--- src/rtl/dispatch_pkg.sv ---
// rtl/dispatch_pkg.sv - shared types and constants for the dispatch stage
package dispatch_pkg;

  localparam int DISP_PC_W = 9;

  localparam logic [1:0] FU_ALU = 2'b00;
  localparam logic [1:0] FU_BR  = 2'b01;
  localparam logic [1:0] FU_LSU = 2'b10;
  localparam logic [1:0] FU_ILL = 2'b11;

  typedef enum logic [1:0] {
    Q_EMPTY = 2'd0,
    Q_ONE   = 2'd1,
    Q_FULL  = 2'd2
  } q_state_e;

  typedef struct packed {
    logic [DISP_PC_W-1:0] pc;
    logic [4:0]           rs1;
    logic [4:0]           rs2;
    logic [4:0]           rd;
    logic [31:0]          imm;
    logic [3:0]           aluop;
    logic [1:0]           futype;
    logic                 alusrc;
    logic                 branch;
    logic                 memread;
    logic                 memwrite;
    logic                 regwrite;
  } dispatch_bundle_t;

endpackage

--- src/rtl/dispatch_fifo.sv ---
// rtl/dispatch_fifo.sv - 2-entry in-order bundle queue; entry 0 is always the head
module dispatch_fifo
  import dispatch_pkg::*;
(
  input  logic             clk,
  input  logic             rst,
  input  logic             flush,
  input  logic             enq,
  input  logic             deq,
  input  dispatch_bundle_t din,
  output dispatch_bundle_t head,
  output logic [1:0]       count
);

  q_state_e         state_q, state_d;
  dispatch_bundle_t e0_q, e0_d;
  dispatch_bundle_t e1_q, e1_d;

  always_ff @(posedge clk or posedge rst) begin
    if (rst) begin
      state_q <= Q_EMPTY;
      e0_q    <= '0;
      e1_q    <= '0;
    end else begin
      state_q <= state_d;
      e0_q    <= e0_d;
      e1_q    <= e1_d;
    end
  end

  // Enqueue while FULL is never issued by the controller, so it is ignored here.
  always_comb begin
    state_d = state_q;
    e0_d    = e0_q;
    e1_d    = e1_q;
    if (flush) begin
      state_d = Q_EMPTY;
    end else begin
      case (state_q)
        Q_EMPTY: begin
          if (enq) begin
            e0_d    = din;
            state_d = Q_ONE;
          end
        end
        Q_ONE: begin
          if (enq && deq) begin
            e0_d = din;
          end else if (enq) begin
            e1_d    = din;
            state_d = Q_FULL;
          end else if (deq) begin
            state_d = Q_EMPTY;
          end
        end
        Q_FULL: begin
          if (deq) begin
            e0_d    = e1_q;
            state_d = Q_ONE;
          end
        end
        default: state_d = Q_EMPTY;
      endcase
    end
  end

  assign head  = e0_q;
  assign count = state_q;

endmodule

--- src/rtl/dispatch_ctrl.sv ---
// rtl/dispatch_ctrl.sv - steers the queued head bundle to the ALU/branch/LSU stations
module dispatch_ctrl
  import dispatch_pkg::*;
#(
  parameter int PC_W  = 9,
  parameter int CNT_W = 16
) (
  input  logic             clk,
  input  logic             reset,
  input  logic             flush,
  input  logic             i_valid,
  output logic             o_ready,
  input  logic [PC_W-1:0]  i_pc,
  input  logic [4:0]       i_rs1,
  input  logic [4:0]       i_rs2,
  input  logic [4:0]       i_rd,
  input  logic [31:0]      i_imm,
  input  logic [3:0]       i_aluop,
  input  logic [1:0]       i_futype,
  input  logic             i_alusrc,
  input  logic             i_branch,
  input  logic             i_memread,
  input  logic             i_memwrite,
  input  logic             i_regwrite,
  input  logic             rob_ready,
  input  logic             prf_ready,
  input  logic             alu_rs_ready,
  input  logic             br_rs_ready,
  input  logic             lsu_rs_ready,
  output logic             o_valid_alu,
  output logic             o_valid_br,
  output logic             o_valid_lsu,
  output logic [PC_W-1:0]  o_pc,
  output logic [4:0]       o_rs1,
  output logic [4:0]       o_rs2,
  output logic [4:0]       o_rd,
  output logic [31:0]      o_imm,
  output logic [3:0]       o_aluop,
  output logic             o_alusrc,
  output logic             o_branch,
  output logic             o_memread,
  output logic             o_memwrite,
  output logic             o_regwrite,
  output logic             rob_alloc,
  output logic             prf_alloc,
  output logic             illegal,
  output logic [CNT_W-1:0] dispatch_cnt,
  output logic [CNT_W-1:0] stall_cnt
);

  dispatch_bundle_t din, head, hd;
  logic [1:0]       count;
  logic             head_valid, needs_prf, res_ok, fire, enq, deq;

  always_comb begin
    din          = '0;
    din.pc       = DISP_PC_W'(i_pc);
    din.rs1      = i_rs1;
    din.rs2      = i_rs2;
    din.rd       = i_rd;
    din.imm      = i_imm;
    din.aluop    = i_aluop;
    din.futype   = i_futype;
    din.alusrc   = i_alusrc;
    din.branch   = i_branch;
    din.memread  = i_memread;
    din.memwrite = i_memwrite;
    din.regwrite = i_regwrite;
  end

  dispatch_fifo u_fifo (
    .clk   (clk),
    .rst   (reset),
    .flush (flush),
    .enq   (enq),
    .deq   (deq),
    .din   (din),
    .head  (head),
    .count (count)
  );

  assign head_valid = (count != 2'd0);
  assign o_ready    = (count != 2'd2);
  assign enq        = i_valid && o_ready && !flush;
  assign hd         = head_valid ? head : '0;

  assign needs_prf = hd.regwrite && (hd.rd != 5'd0);
  assign res_ok    = rob_ready && (!needs_prf || prf_ready);

  // Valids are offered independently of RS readiness; the handshake decides fire.
  always_comb begin
    o_valid_alu = 1'b0;
    o_valid_br  = 1'b0;
    o_valid_lsu = 1'b0;
    illegal     = 1'b0;
    if (head_valid && !flush) begin
      o_valid_alu = (hd.futype == FU_ALU) && res_ok;
      o_valid_br  = (hd.futype == FU_BR)  && res_ok;
      o_valid_lsu = (hd.futype == FU_LSU) && res_ok;
      illegal     = (hd.futype == FU_ILL);
    end
  end

  assign fire      = (o_valid_alu && alu_rs_ready) || (o_valid_br && br_rs_ready) ||
                     (o_valid_lsu && lsu_rs_ready);
  assign deq       = fire || illegal;
  assign rob_alloc = fire;
  assign prf_alloc = fire && needs_prf;

  assign o_pc       = PC_W'(hd.pc);
  assign o_rs1      = hd.rs1;
  assign o_rs2      = hd.rs2;
  assign o_rd       = hd.rd;
  assign o_imm      = hd.imm;
  assign o_aluop    = hd.aluop;
  assign o_alusrc   = hd.alusrc;
  assign o_branch   = hd.branch;
  assign o_memread  = hd.memread;
  assign o_memwrite = hd.memwrite;
  assign o_regwrite = hd.regwrite;

  always_ff @(posedge clk or posedge reset) begin
    if (reset) begin
      dispatch_cnt <= '0;
      stall_cnt    <= '0;
    end else begin
      if (fire)
        dispatch_cnt <= dispatch_cnt + CNT_W'(1);
      if (head_valid && !fire && !illegal && !flush)
        stall_cnt <= stall_cnt + CNT_W'(1);
    end
  end

endmodule

--- config.mk ---
export PLATFORM = sky130hd
export DESIGN_NAME = dispatch_ctrl
export DESIGN_NICKNAME = d
export VERILOG_FILES = /design/src/rtl/dispatch_pkg.sv /design/src/rtl/dispatch_fifo.sv /design/src/rtl/dispatch_ctrl.sv
export SDC_FILE = /design/constraint.sdc
export NUM_CORES = 1
export LEC_CHECK = 0
export CAP_MARGIN = 15
export CORE_MARGIN = 2
export CORE_UTILIZATION = 45
export CTS_CLUSTER_SIZE = 20
export DETAILED_ROUTE_END_ITERATION = 10
export HOLD_SLACK_MARGIN = 0.12
export PLACE_DENSITY = 0.73
export SYNTH_ARGS = -nofsm -noshare
export SYNTH_HDL_FRONTEND = slang
export SYNTH_SLANG_ARGS = --single-unit
--- constraint.sdc ---
create_clock -name clk -period 7.1 [get_ports clk]
set_input_delay 0.71 -clock clk [delete_from_list [all_inputs] [get_ports clk]]
set_output_delay 0.71 -clock clk [all_outputs]
set_load 0.01 [all_outputs]
* Word-level counts from Yosys, hierarchy flattened
Cells that the tools add are included.
Widths: inputs -> output; s select.
** Word-level totals
- Word-level logic and storage cells :: 92
- Register bits after elaboration :: 168
** Operators by class
- Reduce and logical (&&, ||, !) cells :: 32
- Bitwise operators :: 2
- Equality and inequality tests :: 13
- Mux-type cells :: 16
- Add/subtract/negate cells :: 2
** Operators by type and width (number)
- $mux 67 :: 4
- $pmux 67 s3 :: 1
- $add 16x1->16 const B :: 2
- $logic_and 1x1->1 :: 16
- $mux 2 :: 6
- $reduce_and 4->1 :: 2
- $eq 2x2->1 const B :: 3
- $ne 2x1->1 const B :: 3
- $ne 3x2->1 const B :: 2
- $pmux 2 s3 :: 1
- $reduce_and 5->1 :: 1
- $reduce_bool 5->1 :: 1
- $eq 2x1->1 const B :: 2
- $logic_not 1->1 :: 4
- $logic_not 2->1 :: 2
- $logic_or 1x1->1 :: 4
- $mux 1 :: 4
- $ne 4x2->1 const B :: 1
- $ne 3x3->1 const B :: 1
- $reduce_bool 3->1 :: 1
- $ne 2x2->1 const B :: 1
- $not 1->1 :: 2
- $reduce_bool 2->1 :: 1

* Logic depth before layout (Yosys ltp)
Gate-level depths: netlist of the first run.
- Depth after elaboration :: 18
- Depth in mapped cells :: 7
- Gate-level depth less buffers :: 5

* Cells and area by module
From an unflattened synthesis of the first run, not the netlist that was laid out.
** Second synthesis, totals
- Cell total of the unflattened synthesis :: 598
- Area total of the unflattened synthesis :: 8106.5 µm²
** Modules (own cells, without submodules)
- dispatch_fifo :: cells an instance 374, times used 1, area each 5995.8 µm²
- dispatch_ctrl :: cells an instance 224, times used 1, area each 2110.8 µm²

* Worst setup path after synthesis of the first run
No wires, ideal clock.
- Kind :: input-to-output
- Start point :: in flush
- End point :: out prf_alloc
- Stages :: 4
- Setup slack :: 4.569 ns
- Data required time :: 6.390 ns
- Path buffers :: 0
- Arrival time :: 1.821 ns
- Path through :: o21ba_2 > nand2_1 > nor3_2 > and3_1
** On the way
- Cells in the longest elaborated chain, start to end :: 7
- Elaborated cells between the ends (all ways) :: 11
** Ends and longest elaborated chain
- start: declaration :: line dispatch_ctrl.sv:10 : input logic flush,
- $logic_not 1->1 (*) :: line dispatch_ctrl.sv:96 : if (head_valid && !flush) begin
- $logic_and 1x1->1 (*) :: line dispatch_ctrl.sv:96
- $mux 1 :: line dispatch_ctrl.sv:96
- $logic_and 1x1->1 :: line dispatch_ctrl.sv:104 : assign fire = (o_valid_alu && alu_rs_ready) || (o_valid_br && br_rs_ready) ||
- $logic_or 1x1->1 :: line dispatch_ctrl.sv:104
- $logic_or 1x1->1 (*) :: line dispatch_ctrl.sv:104
- via rob_alloc :: line dispatch_ctrl.sv:44 : output logic rob_alloc,
- $logic_and 1x1->1 (*) :: line dispatch_ctrl.sv:108 : assign prf_alloc = fire && needs_prf;
- end: declaration :: line dispatch_ctrl.sv:45 : output logic prf_alloc,
Mark *: on every way through the listed nets, which the timed path passes. The rest lies on a longest branch.

* Worst setup path after layout of the first run
- Start point :: in flush
- End point :: out prf_alloc
** On the way
- Cells in the longest elaborated chain, start to end :: 7
- Elaborated cells between the ends (all ways) :: 11
** Ends and longest elaborated chain (line)
- $logic_not 1->1 (*) :: dispatch_ctrl.sv:96
- $logic_and 1x1->1 (*) :: dispatch_ctrl.sv:96
- $mux 1 :: dispatch_ctrl.sv:96
- $logic_and 1x1->1 :: dispatch_ctrl.sv:104
- $logic_or 1x1->1 :: dispatch_ctrl.sv:104
- $logic_or 1x1->1 (*) :: dispatch_ctrl.sv:104
- $logic_and 1x1->1 (*) :: dispatch_ctrl.sv:108
Mark *: on every way between the ends. The rest lies on a longest branch, timed or not.

==> results of run 1 <==
==> report_power, final <==
group          internal (mW)  leakage [nW]  switching [mW]
Clock                  0.536         0.275           0.378
Combinational          0.683          2.07           0.418
Sequential              1.37          2.04           0.225
==> cell usage in the layout (no fill, tap or decap), drive strengths merged, types with 2 or more instances in the layout <==
cell type      instances
and2                  65
and3                   4
and4                   3
buf                    4
bufinv                 2
clkbuf                21
clkdlybuf4s50        179
clkinv                 4
clkinvlp               4
dfrtp                168
ha                     2
inv                    6
mux2                 203
nand2                 13
nand2b                 3
nand3                  9
nand4                  8
nor2                  10
nor3                   8
nor4                   5
nor4b                  4
o21ai                  2
xnor2                 16
xor2                  14
==> worst max path at each step <==
stage	start	to	slack, ps	cells past startpoint
after floorplan	reset	dispatch_cnt[0]$_DFFE_PP0P_	1840	1
after global placement	flush	prf_alloc	3420	6
after detailed placement	flush	prf_alloc	3360	6
after CTS	flush	prf_alloc	3350	6
after global routing	flush	prf_alloc	3180	6
final	flush	prf_alloc	3330	6
==> logic make-up after synthesis <==
family | count (synthesis) | share of synthesized area, %
xor+xnor | 30 | 3.32
simple gates | 136 | 10.1
flops | 168 | 53.1
buf+inv | 35 | 2.50
fa+ha+maj | 2 | 0.316
compound gates | 12 | 1.60
mux | 204 | 29.0
==> Yosys cell counts, types with 2 or more instances <==
cell type | instances | area share, %
nand2b_1 | 3 | 0.24
nand3_1 | 9 | 0.57
nor3_1 | 7 | 0.44
inv_1 | 5 | 0.24
and4_1 | 3 | 0.33
clkbuf_1 | 14 | 0.66
buf_6 | 6 | 0.85
ha_1 | 2 | 0.32
nand4_1 | 8 | 0.63
xnor2_1 | 16 | 1.8
nand2_1 | 13 | 0.62
nor4b_1 | 4 | 0.44
buf_4 | 4 | 0.38
and2_1 | 65 | 5.1
xor2_1 | 14 | 1.5
mux2_1 | 19 | 2.7
and3_1 | 4 | 0.32
mux2_2 | 184 | 26
dfrtp_1 | 168 | 53
buf_2 | 5 | 0.32
nor4_1 | 5 | 0.40
nor2_1 | 9 | 0.43
==> worst max-delay path, stage by stage <==
cell and delay (ps):
clkdlybuf4s50_1 540, o21ba_2 350, nand2_1 170, nor3_2 520, and3_1 240, clkdlybuf4s50_1 530
==> sequential cells by signal (all words and copies together) (netlist names) <==
signal        count
u_fifo.count      2
u_fifo.head      67
dispatch_cnt     16
u_fifo.e1_q      67
stall_cnt        16
==> layer usage <==
| metal | part of all wire, % | global-route usage, % |
|---|---|---|
| met1 | 43 | 24.0 |
| met2 | 48 | 31.5 |
| met3 | 7.1 | 7.59 |
| met4 | 1.7 | 5.84 |
| met5 | 0 | 0 |
==> cell type report <==
cell class | count | share of cell area, %
inverter | 5 | 0.227
timing repair buffer | 183 | 17.6
clock inverter | 11 | 1.17
multi-input combinational | 384 | 33.7
sequential | 168 | 40.2
tap | 225 | 2.69
clock buffer | 21 | 4.40
==> through the flow <==
stage | hold slack, ps | cell area [um2] | util, %
3_5_place_dp | 467 | 9850 | 57.1
3_3_place_gp | 458 | 9850 | 57.1
4_1_cts | 476 | 10400 | 60.5
2_1_floorplan | 449 | 7910 | -
5_1_grt | 489 | 10500 | 60.7
6_report | 466 | 10500 | 60.7
==> impl_metrics.py, run 1 <==
metrics = {
    "outcome": {
        "outcome": "finished, final reports clean",
    },
    "pwr": {
        "total_power_mw": 3.61,
        "peakVddDrop_mv": 0.199,
        "powerDensity_nw_per_um2": 345,
        "total_leakage_power_nw": 4.39,
    },
    "yosys": {
        "syn_area_um2": 7910,
        "yosys_warnings": 0,
        "syn_inst": 587,
        "synth_cell_types": 42,
        "ys_seq_area_share_pct": 53.1,
        "syn_area_per_cell_um2": 13.5,
        "syn_nets": 665,
        "synth-seq-cells": 168,
        "synthFlopType": "dfrtp_1",
        "async_reset_ff_share_pct": 100,
        "synth_edf_count": 0,
    },
    "clocking": {
        "htree_num_levels": 4,
        "cts_resized": 0,
        "ctsHoldBuffers": 0,
        "postCtsSetupBuffers": 0,
        "cts_buffer_depth": 2,
        "ctsRootBufferMaster": "clkbuf_16",
        "numCtsBuffers": 17,
        "clk_pin_slew_worst_paths_ps": 60,
        "insertion_delay_ps": 420,
        "cts_num_sinks": 168,
        "tritoncts": "done",
    },
    "finish": {
        "area_growth_pct": 32.2,
        "nFillCells": 1342,
        "nets": 837,
        "drive_gt1_share_pct": 29.7,
        "fin_cells": 997,
        "diodes": 0,
        "multi_input_area_um2": 3520,
        "seqCellArea_um2": 4200,
    },
    "sta": {
        "setup-tns-final_ps": 0,
        "fin_ws_ps": 3330,
        "period_needed_ps": 3770,
        "final-setup-viol-count": 0,
        "grt_setup_unrepaired": "false",
        "maxClockFrequency_mhz": 265,
        "slew_headroom_pct": 28.5,
        "drv_slew": 0,
        "post-route-period-util_pct": 53.1,
        "final-hold-violation-count": 0,
        "skew_ps": 6.74,
        "tightest_slew_ps": 1060,
    },
    "route": {
        "first_pass_iters": 4,
        "drtAntennaViolNets": 0,
        "vias": 5122,
        "drc": 0,
        "drtIter0Drc": 257,
        "drt-vias-per-instance": 5.14,
        "wl_um": 17300,
        "wire_per_inst_um": 17.3,
    },
    "floorplanning": {
        "die_w_um": 137,
        "io-pin-count": 180,
        "start_util_pct": 45.9,
        "die-height_um": 137,
        "fp-row-count": 48,
        "die-area_um2": 18700,
        "core_um2": 17200,
    },
    "placement": {
        "dp.cells": 964,
        "place.gp.congestion": 0.803,
        "dp_slack_ps": 3360,
        "port_buffers": 179,
        "hpwlAfterDp_um": 11300,
    },
    "min_path": {
        "hold_class": "register to register",
        "holdPathEnd": "dispatch_cnt[15]$_DFFE_PP0P_",
        "worstHoldPathCells": 1,
        "min-delay-start": "dispatch_cnt[15]$_DFFE_PP0P_",
    },
    "critical_path": {
        "worstSetupPathType": "input port to primary output",
        "crit_fanout": 8,
        "r2r_slack_ps": 4080,
        "r2r-end": "u_fifo.head[18]$_DFFE_PP0P_",
        "reg2reg_depth": 6,
        "crit_path_start_kind": "input port",
        "arrival_ps": 3060,
        "timing.rr.start": "u_fifo.head[45]$_DFFE_PP0P_",
        "end_kind": "primary output",
        "crit_required_ps": 6390,
    },
    "global_route": {
        "track_usage_pct": 19.4,
        "grt_max_degree": 100,
        "grt_pass1_wl_um": 28100,
        "grt_overflow": 0,
        "grt_pass1_vias": 5467,
        "antenna_found_initial": 0,
    },
    "flow_run": {
        "cap_violations": 0,
    },
}
Note: power is estimated with default switching activity, not from simulation.
==> run 2: changes to the inputs <==
--- a/config.mk
+++ b/config.mk
@@ -11,7 +11,7 @@
 export CTS_CLUSTER_SIZE = 20
 export DETAILED_ROUTE_END_ITERATION = 10
 export HOLD_SLACK_MARGIN = 0.12
-export PLACE_DENSITY = 0.73
+export PLACE_DENSITY = 0.76
 export SYNTH_ARGS = -nofsm -noshare
 export SYNTH_HDL_FRONTEND = slang
 export SYNTH_SLANG_ARGS = --single-unit
==> constraint.sdc (replaced) <==
create_clock -name clk -period 3.4 [get_ports clk]
set_input_delay 0.34 -clock clk [delete_from_list [all_inputs] [get_ports clk]]
set_output_delay 0.34 -clock clk [all_outputs]
set_load 0.01 [all_outputs]
==> impl_metrics.py, run 2 (same netlist as run 1, synthesis figures left out) <==
metrics = {
    "clocking": {
        "ctsRootBufferMaster": "clkbuf_16",
        "cts_num_sinks": 168,
        "clk_pin_slew_worst_paths_ps": 60,
        "numCtsBuffers": 17,
        "htree_num_levels": 4,
        "cts_resized": 0,
        "tritoncts": "done",
        "cts_buffer_depth": 2,
        "ctsHoldBuffers": 0,
        "postCtsSetupBuffers": 0,
        "insertion_delay_ps": 410,
    },
    "global_route": {
        "grt_pass1_vias": 5578,
        "grt_max_degree": 169,
        "busiest_layer": "met2",
        "grtUsageMet2_pct": 33.3,
        "antenna_found_initial": 0,
        "grt_overflow": 0,
        "track_usage_pct": 19.9,
        "grt_pass1_wl_um": 28900,
        "grtUsageMet3_pct": 6.22,
        "grt_use_met1_pct": 24.3,
    },
    "pwr": {
        "swShare_pct": 28.2,
        "peakVddDrop_mv": 0.368,
        "seqPwrFrac_pct": 44.6,
        "powerDensity_nw_per_um2": 711,
        "total_leakage_power_nw": 4.41,
        "pwr-share-clk_pct": 24.6,
        "power_switching_mw": 2.10,
        "power_frac_comb_pct": 30.8,
        "intPower_mw": 5.35,
    },
    "route": {
        "drc": 0,
        "wire_per_inst_um": 17.6,
        "drtIter0Drc": 224,
        "first_pass_iters": 4,
        "wl_um": 17600,
        "vias": 5129,
        "drt-vias-per-instance": 5.13,
        "drtAntennaViolNets": 0,
    },
    "sta": {
        "maxClockFrequency_mhz": 336,
        "whs_ps": 473,
        "grt_setup_unrepaired": "false",
        "setup-tns-final_ps": 0,
        "post-route-period-util_pct": 87.6,
        "slew_headroom_pct": 28.3,
        "final-setup-viol-count": 0,
        "drv_slew": 0,
        "period_needed_ps": 2980,
        "skew_ps": 5.48,
        "tightest_slew_ps": 1080,
        "final-hold-violation-count": 0,
    },
    "finish": {
        "area_growth_pct": 32.5,
        "layout_common_cells": "mux2_2 (184), clkdlybuf4s50_1 (179), dfrtp_1 (168)",
        "nets": 841,
        "design_area_um2": 10500,
        "diodes": 0,
        "drive_gt1_share_pct": 29.8,
        "layout_commonest_cell": "mux2_2",
    },
    "critical_path": {
        "worstSetupPathType": "register to primary output",
        "slowest_delay_ps": 870,
        "crit_path_top_delay_cell": "or2_2",
        "arrival_ps": 2640,
        "reg2reg_depth": 6,
        "cp_cell_sequence": "or2_2 > and2_1 > clkdlybuf4s50_1",
        "crit_fanout": 65,
        "r2r-end": "u_fifo.head[12]$_DFFE_PP0P_",
        "timing.rr.start": "u_fifo.head[45]$_DFFE_PP0P_",
        "crit_required_ps": 3060,
        "r2r_slack_ps": 900,
        "end_kind": "primary output",
        "crit_path_start_kind": "register",
    },
    "placement": {
        "placed_area_um2": 9920,
        "place.gp.congestion": 0.812,
        "port_buffers": 179,
        "hpwlAfterDp_um": 11800,
    },
    "floorplanning": {
        "io-pin-count": 180,
        "fp-row-count": 48,
        "core_um2": 17200,
        "die_w_um": 137,
        "die-area_um2": 18700,
        "die-height_um": 137,
        "start_util_pct": 45.9,
    },
    "outcome": {
        "outcome": "finished, final reports clean",
    },
    "flow_run": {
        "cap_violations": 0,
    },
    "min_path": {
        "hold_class": "input port to async pin",
    },
}
[run 2: area by class of cell]
type / count / area (um2)
fillers: 1365 / 6760
flip-flops and latches: 168 / 4200
multi-input cells: 384 / 3520
repair buffers: 187 / 1890
clock buffers: 23 / 488
well taps: 225 / 282
clock inverters: 7 / 70.1
inverters: 5 / 22.5
[run 2: worst max-delay path by stage]
stage | endpoint | slack, ps | start
2_1_floorplan | dispatch_cnt[0]$_DFFE_PP0P_ | 920 | reset
3_3_place_gp | u_fifo.head[2]$_DFFE_PP0P_ | 630 | flush
3_5_place_dp | u_fifo.head[15]$_DFFE_PP0P_ | 540 | flush
4_1_cts | o_rd[1] | 310 | u_fifo.count[1]$_DFFE_PP0P_
5_1_grt | o_rd[1] | 230 | u_fifo.count[1]$_DFFE_PP0P_
6_report | o_rd[1] | 420 | u_fifo.count[1]$_DFFE_PP0P_
[run 2: metrics by stage]
| stage | worst slack [ps] | util [%] | std cells | total power, mW |
|---|---|---|---|---|
| global route | 233 | 60.8 | 999 | 7.92 |
| floorplan | 919 | - | 587 | 4.66 |
| finish | 422 | 60.8 | 999 | 7.45 |
| CTS | 309 | 60.8 | 999 | 7.54 |
| detailed placement | 543 | 57.6 | 969 | 5.68 |
| global placement | 630 | 57.6 | 969 | 5.54 |
[run 2: metal layers]
layer	vias to the layer above	routed length, um
li1	2410	-
met1	2562	7350
met2	130	8730
met3	27	1120
met4	0	374
met5	-	0
[run 2: power groups by stage]
stage	Combinational [mW]	Sequential [mW]	Clock, mW
after detailed placement	2.33	3.35	0
after global placement	2.25	3.29	0
after CTS	2.34	3.33	1.88
final	2.29	3.33	1.83
after global routing	2.51	3.45	1.96
after floorplan	1.45	3.21	0
[run 2: critical path, delay by kind of cell, from the launching register on]
| kind | cells | cell delay, ps |
|---|---|---|
| flops | 1 | 470 |
| buf+inv | 1 | 610 |
| simple gates | 2 | 1120 |
==> run 3: changes to the inputs <==
--- a/config.mk
+++ b/config.mk
@@ -8,10 +8,11 @@
 export CAP_MARGIN = 15
 export CORE_MARGIN = 2
 export CORE_UTILIZATION = 45
+export CTS_BUF_LIST = sky130_fd_sc_hd__clkbuf_4 sky130_fd_sc_hd__clkbuf_8 sky130_fd_sc_hd__clkbuf_16
 export CTS_CLUSTER_SIZE = 20
 export DETAILED_ROUTE_END_ITERATION = 10
 export HOLD_SLACK_MARGIN = 0.12
-export PLACE_DENSITY = 0.76
+export PLACE_DENSITY = 0.73
 export SYNTH_ARGS = -nofsm -noshare
 export SYNTH_HDL_FRONTEND = slang
 export SYNTH_SLANG_ARGS = --single-unit
==> constraint.sdc (replaced) <==
create_clock -name clk -period 3.8 [get_ports clk]
set_input_delay 0.38 -clock clk [delete_from_list [all_inputs] [get_ports clk]]
set_output_delay 0.38 -clock clk [all_outputs]
set_load 0.01 [all_outputs]
==> impl_metrics.py, run 3 (same netlist as run 1, synthesis figures left out) <==
metrics = {
    "route": {
        "drtIter0Drc": 196,
        "wire_per_inst_um": 17.4,
        "first_pass_iters": 5,
        "wl_um": 17400,
        "drc": 0,
        "vias": 5207,
        "drtAntennaViolNets": 0,
        "drt-vias-per-instance": 5.21,
    },
    "pwr": {
        "power_switching_mw": 1.89,
        "pwr-share-clk_pct": 26.3,
        "power_frac_comb_pct": 30.1,
        "powerDensity_nw_per_um2": 650,
        "seqPwrFrac_pct": 43.5,
        "peakVddDrop_mv": 0.321,
        "total_leakage_power_nw": 4.44,
        "intPower_mw": 4.96,
        "swShare_pct": 27.6,
    },
    "floorplanning": {
        "die_w_um": 137,
        "start_util_pct": 45.9,
        "die-height_um": 137,
        "core_um2": 17200,
        "io-pin-count": 180,
        "die-area_um2": 18700,
        "fp-row-count": 48,
    },
    "sta": {
        "setup-tns-final_ps": 0,
        "grt_setup_unrepaired": "false",
        "final-hold-violation-count": 0,
        "fin_ws_ps": 657,
        "final-setup-viol-count": 0,
        "drv_slew": 0,
        "post-route-period-util_pct": 82.7,
        "skew_ps": 9.04,
        "whs_ps": 470,
        "maxClockFrequency_mhz": 318,
        "slew_headroom_pct": 39.3,
        "tightest_slew_ps": 911,
        "period_needed_ps": 3140,
    },
    "clocking": {
        "cts_num_sinks": 168,
        "cts_resized": 0,
        "ctsHoldBuffers": 0,
        "postCtsSetupBuffers": 0,
        "clk_pin_slew_worst_paths_ps": 60,
        "ctsRootBufferMaster": "clkbuf_16",
        "tritoncts": "done",
        "htree_num_levels": 4,
        "cts_buffer_depth": 2,
        "insertion_delay_ps": 420,
        "numCtsBuffers": 17,
    },
    "critical_path": {
        "end_kind": "primary output",
        "arrival_ps": 2760,
        "cpLargestDelayFamily": "simple AND/OR/NAND/NOR gates",
        "crit_fanout": 8,
        "slowest_delay_ps": 530,
        "crit_required_ps": 3420,
        "critical_path_buf_inv_count": 2,
        "crit_path_start_kind": "register",
        "worstSetupPathType": "register to primary output",
        "crit_path_top_delay_cell": "nor3_1",
        "cp_cell_sequence": "nor3_1 > a211oi_1 > nor3_2 > buf_4 > and3_1 > clkdlybuf4s50_1",
    },
    "global_route": {
        "grt_pass1_wl_um": 28000,
        "grt_use_met1_pct": 23.8,
        "antenna_found_initial": 1,
        "grt_pass1_vias": 5468,
        "grtUsageMet3_pct": 6.07,
        "busiest_layer": "met2",
        "grt_overflow": 0,
        "grt_max_degree": 169,
        "track_usage_pct": 19.3,
        "grtUsageMet2_pct": 31.9,
    },
    "placement": {
        "dp_slack_ps": 905,
        "port_buffers": 179,
        "place.gp.congestion": 0.771,
        "hpwlAfterDp_um": 11500,
        "placed_area_um2": 9910,
    },
    "finish": {
        "area_growth_pct": 33.3,
        "fin_util_pct": 61.2,
        "layout_common_cells": "mux2_2 (184), clkdlybuf4s50_1 (179), dfrtp_1 (168)",
        "drive_gt1_share_pct": 30.1,
        "layout_commonest_cell": "mux2_2",
        "design_area_um2": 10500,
        "nets": 841,
    },
    "flow_run": {
        "cap_violations": 0,
    },
    "outcome": {
        "outcome": "finished, final reports clean",
    },
    "min_path": {
        "hold_class": "register to register",
    },
}
[run 3: cell count changes in the layout (fill, tap and decap cells not counted), sizes merged]
cell      before  now
clkinvlp       2    3
diode          0    1
bufinv         1    4
clkbuf        23   21
clkinv         5    3
[run 3: routing by layer]
layer / vias to the layer above / wire (um)
li1: 2412 / -
met1: 2640 / 7300
met2: 136 / 8730
met3: 19 / 1130
met4: 0 / 282
met5: - / 0
[run 3: layout make-up]
class	instances	area, um2
fillers	1337	6690
flip-flops and latches	168	4200
multi-input cells	384	3520
repair buffers	187	1900
clock buffers	21	462
well taps	225	282
clock inverters	9	150
inverters	5	22.5
diodes	1	2.50
[run 3: power groups by stage]
stage / sequential, mW / combinational, mW / clock [mW]
2_1_floorplan: 2.87 / 1.30 / 0
3_3_place_gp: 2.95 / 2.01 / 0
3_5_place_dp: 3.01 / 2.08 / 0
4_1_cts: 2.99 / 2.09 / 1.84
5_1_grt: 3.09 / 2.24 / 1.92
6_report: 2.98 / 2.07 / 1.81
[run 3: worst reg2reg max path: stages, from the launching register on]
cell	delay, ps
dfrtp_1	390
nor3_1	530
a211o_1	310
a31oi_4	160
a221oi_4	390
buf_12	330
mux2_2	420
[run 3: through the flow]
step	std cells	power (mW)
after floorplan	587	4.17
after global routing	1000	7.25
after global placement	968	4.95
final	1000	6.85
after CTS	998	6.92
after detailed placement	968	5.08
[run 3: path summary, 6_finish.rpt]
kind	from	to	slack (ps)	depth (start not counted)
max	u_fifo.head[45]$_DFFE_PP0P_	prf_alloc	660	6
min	stall_cnt[15]$_DFFE_PP0P_	stall_cnt[15]$_DFFE_PP0P_	470	1
max reg2reg	u_fifo.head[45]$_DFFE_PP0P_	u_fifo.head[7]$_DFFE_PP0P_	1160	6
min reg2reg	stall_cnt[15]$_DFFE_PP0P_	stall_cnt[15]$_DFFE_PP0P_	470	1
max in group asynchronous	reset	u_fifo.e1_q[49]$_DFFE_PP0P_	2550	3
min in group asynchronous	reset	u_fifo.e1_q[19]$_DFFE_PP0P_	560	3
